[config.mk]
export PLATFORM = sky130hd
export DESIGN_NAME = counter_mod_nbits
export DESIGN_NICKNAME = d
export VERILOG_FILES = /design/src/rtl/counter_mod_nbits.sv
export SDC_FILE = /design/constraint.sdc
export NUM_CORES = 1
export LEC_CHECK = 0
export ABC_AREA = 1
export BUFFER_PORTS_ARGS = -buffer_cell sky130_fd_sc_hd__buf_2
export CAP_MARGIN = 15
export CORE_MARGIN = 2
export CORE_UTILIZATION = 55
export DETAILED_ROUTE_END_ITERATION = 6
export PLACE_DENSITY = 0.79
export RECOVER_POWER = 100
export SYNTH_ARGS = -nofsm -noshare
export SYNTH_HDL_FRONTEND = slang
export SYNTH_SLANG_ARGS = --single-unit
export TNS_END_PERCENT = 50
[constraint.sdc]
create_clock -name clk -period 2.4 [get_ports clk]
set_input_delay 0.48 -clock clk [delete_from_list [all_inputs] [get_ports clk]]
set_output_delay 0.48 -clock clk [all_outputs]
set_load 0.005 [all_outputs]
[src/rtl/counter_mod_nbits.sv]
// Up/down counter with programmable modulo, parallel load, wrap or
// saturate limits, cascadable terminal count and sticky overflow.
module counter_mod_nbits #(
  parameter int unsigned      nBits    = 27,
  parameter logic [nBits-1:0] maxCount = {nBits{1'b1}},
  parameter bit               SATURATE = 1'b0
) (
  input  logic             clk,
  input  logic             rst,
  input  logic             en,
  input  logic             up,
  input  logic             load,
  input  logic [nBits-1:0] loadValue,
  input  logic             clearOvf,
  output logic [nBits-1:0] counter,
  output logic             tc,
  output logic             overflow
);

  logic [nBits-1:0] cnt_q, cnt_d;
  logic             ovf_q, ovf_d;
  logic             at_max;
  logic             at_min;
  logic             term;

  assign at_max = (cnt_q == maxCount);
  assign at_min = (cnt_q == '0);

  assign tc   = en & ((up & at_max) | (~up & at_min));
  assign term = tc & ~load;

  always_comb begin
    cnt_d = cnt_q;
    ovf_d = term | (ovf_q & ~clearOvf);
    if (load) begin
      cnt_d = (loadValue > maxCount) ? maxCount : loadValue;
    end else if (en) begin
      if (up) begin
        if (!at_max)       cnt_d = cnt_q + 1'b1;
        else if (SATURATE) cnt_d = maxCount;
        else               cnt_d = '0;
      end else begin
        if (!at_min)       cnt_d = cnt_q - 1'b1;
        else if (SATURATE) cnt_d = '0;
        else               cnt_d = maxCount;
      end
    end
  end

  always_ff @(posedge clk) begin
    if (!rst) begin
      cnt_q <= '0;
      ovf_q <= 1'b0;
    end else begin
      cnt_q <= cnt_d;
      ovf_q <= ovf_d;
    end
  end

  assign counter  = cnt_q;
  assign overflow = ovf_q;

endmodule

==> impl_results.md <==
- Status: completed
- Slew Viols, Final: 0
- Synth unique cells: 33
- TritonCTS clock tree: done
- Initial core utilization: 57.8%
- Syn Nets: 625
- Global-route wire length before repair: 19.0 mm
- Root Driver: clkbuf_8
- I/O Pins: 62
- Hold Fails Final Rpt: 0
- Initial antenna violation count: 0
- DRC errors left: 0
- Wirelength per Cell: 17.1 µm
- Fill count: 561
- Min Hold Slack: 0.422 ns
- Layout cell share with drive strength beyond 1: 25.3%
- WL final: 12.3 mm
- Top cell type's share of synthesized area: 20.4%
- # diodes: 0
- Initial DRC Count: 391
- Slew HR: 53.8%
- Max Clk Rate: 428 MHz
- Synth area leader: nand2_1
- First-pass DRT Iterations: 7
- Grt total ovfl: 0
- Setup CP Type: reg -> out
- Reg2reg path depth: 11
- Cells after Synth: 589
- Area of the core: 0.00557 mm²
- Number of synthesized register bits: 28
- Crit end category: output port
- Rows: 27
- Pin count of the biggest net entering global routing: 19
- CTS max path bufs: 2
- H-Tree Depth: 1
- Max VDD drop: 0.308 mV
- Worst EP required: 1.92 ns
- Overall Power: 1.55 mW
- Die area: 0.00648 mm²
- Setup ws final: 0.0640 ns
- TritonCTS Buffers: 3
- Mapped Avg Cell Area: 5.47 µm²
- Tightest Pin Transition: 0.692 ns
- Place WS: 0.277 ns
- Pleak: 1.84 nW
- Skew final: 0.00182 ns
- Fin crit share: 97.3%
- Final #Nets: 686
- Placed Area: 0.00365 mm²
- Worst Setup Start Kind: register
- Synth top area cells: nand2_1 (20%), dfxtp_1 (17%), nand3_1 (11%), nor2_1 (10%), a21oi_1 (5.3%)
- Max_cap viols: 0
- # clock sinks: 28
- GRT Util Overall: 38.6%
- Fin crit period: 2.34 ns
- Final number of setup-violating endpoints: 0
- Post-route cell area: 0.00378 mm²
- Number of cells on the worst hold path: 4
- Pwr Density: 410 mW/mm²
- Min-delay worst type: in -> reg
- Synthesized area: 0.00322 mm²
- Drt via density: 5.83
- Vias after detailed routing: 4201
- Die Ht: 80.5 µm
- Antenna-violating nets left: 0
- Reg clk slew, reported paths: 0.12 ns
- Worst-path maximum fanout: 10
- Die Wd: 80.5 µm
- Area growth syn-to-layout: 17.4%
- Critical Path AT: 1.86 ns
- IO Port Bufs: 61
- Sequential-to-total area share from yosys stat: 17.4%
- Hpwl dp: 9.32 mm
- Vias in the first global route: 3748
- GPL Wtd Cong: 1.03
- Final setup TNS: 0 ns
- Synth warn: 0
- Worst-skew pair later-pin latency: 0.30 ns
path summary, 6_finish.rpt:
path | slack [ns] | from | end
setup / recovery | 0.06 | counter[13] | tc
setup reg to reg | 0.35 | counter[8] | counter[25]
hold / removal | 0.42 | clearOvf | overflow
hold reg to reg | 0.48 | overflow | overflow
what timing repair did:
| item | CTS | global route |
|---|---|---|
| gates resized for setup | 10 | 23 |
| hold buffers | 0 | 0 |
| setup buffers | 0 | 2 |
| endpoints found under the setup margin | 1 | 1 |
| pin swaps | 0 | 3 |
layout make-up:
type                       count  area (µm²)  area share (%)
tap                           72        90.1            2.38
clock buffer                   4        55.1            1.46
inverter                      49         184            4.87
timing repair buffer          90         523            13.8
sequential                    28         589            15.6
multi-input combinational    478        2340            61.9
power breakdown:
group	internal, mW	leakage [nW]	switching [mW]
logic	0.232	1.58	0.392
clock network	0.148	0.0288	0.193
registers	0.507	0.239	0.0789
total	0.887	1.84	0.664
routing by layer:
layer	up-vias	track usage (%)	wire, µm
met5	-	0	0
met4	0	15.3	455
met3	49	7.08	1360
met2	286	62.3	5660
met1	1846	50.5	4820
li1	2020	-	-
placed cells by master, fill, tap and decap left out, types with 4 or more instances in the layout:
cell type,n
dfxtp_1,5
nand2_1,174
inv_2,7
dfxtp_2,23
inv_1,40
nand2_2,7
nand4_1,11
nor2_2,9
or2_2,9
buf_2,61
buf_4,29
clkbuf_8,4
a21oi_1,34
nor2_1,85
nand3_1,70
xor2_1,12
nor2_4,5
a22oi_1,12
o21ai_0,25
nor3_1,6
synth_stat cells:
master / n
inv_2: 6
nand3b_1: 2
or2_2: 9
clkbuf_2: 1
a22oi_1: 12
nor3_1: 6
o21ai_1: 2
nor3_2: 1
dfxtp_1: 28
clkinv_1: 2
nor2_2: 4
nand2_1: 175
nor2_8: 2
o211ai_2: 1
buf_6: 1
ha_1: 3
inv_1: 41
xor2_1: 12
nand3_1: 70
a21oi_1: 34
clkbuf_1: 10
nor2_1: 90
nand2_2: 7
nor2_4: 5
buf_4: 3
a21oi_2: 1
nand3_2: 1
xnor2_1: 3
nand2_4: 1
a31oi_1: 1
buf_2: 19
o21ai_0: 25
nand4_1: 11
registers in the layout, indices dropped and copies added (netlist names):
name      flops
counter      27
overflow      1
through the flow:
stage	cells	utilization, %
2_1_floorplan	589	-
3_3_place_gp	715	65.5
3_5_place_dp	715	65.5
4_1_cts	719	66.7
5_1_grt	721	67.8
6_report	721	67.8
cells by family (layout without fill, tap and decap cells):
logic type,after synthesis,in the layout,share of synthesized area (%)
simple gates,384,384,53.2
buf+inv,83,143,11.0
compound gates,76,76,13.1
flops,28,28,17.4
xor+xnor,15,15,4.08
fa+ha+maj,3,3,1.17
critical path, stage by stage, from the launching register on:
cell	delay, ns
dfxtp_2	0.45
nand2_1	0.12
nor2_2	0.19
nand2_2	0.12
nor2_8	0.12
nand2_2	0.07
nand2_2	0.09
nand2_1	0.06
a21oi_2	0.17
buf_2	0.15
(Power assumes the default switching activity.)
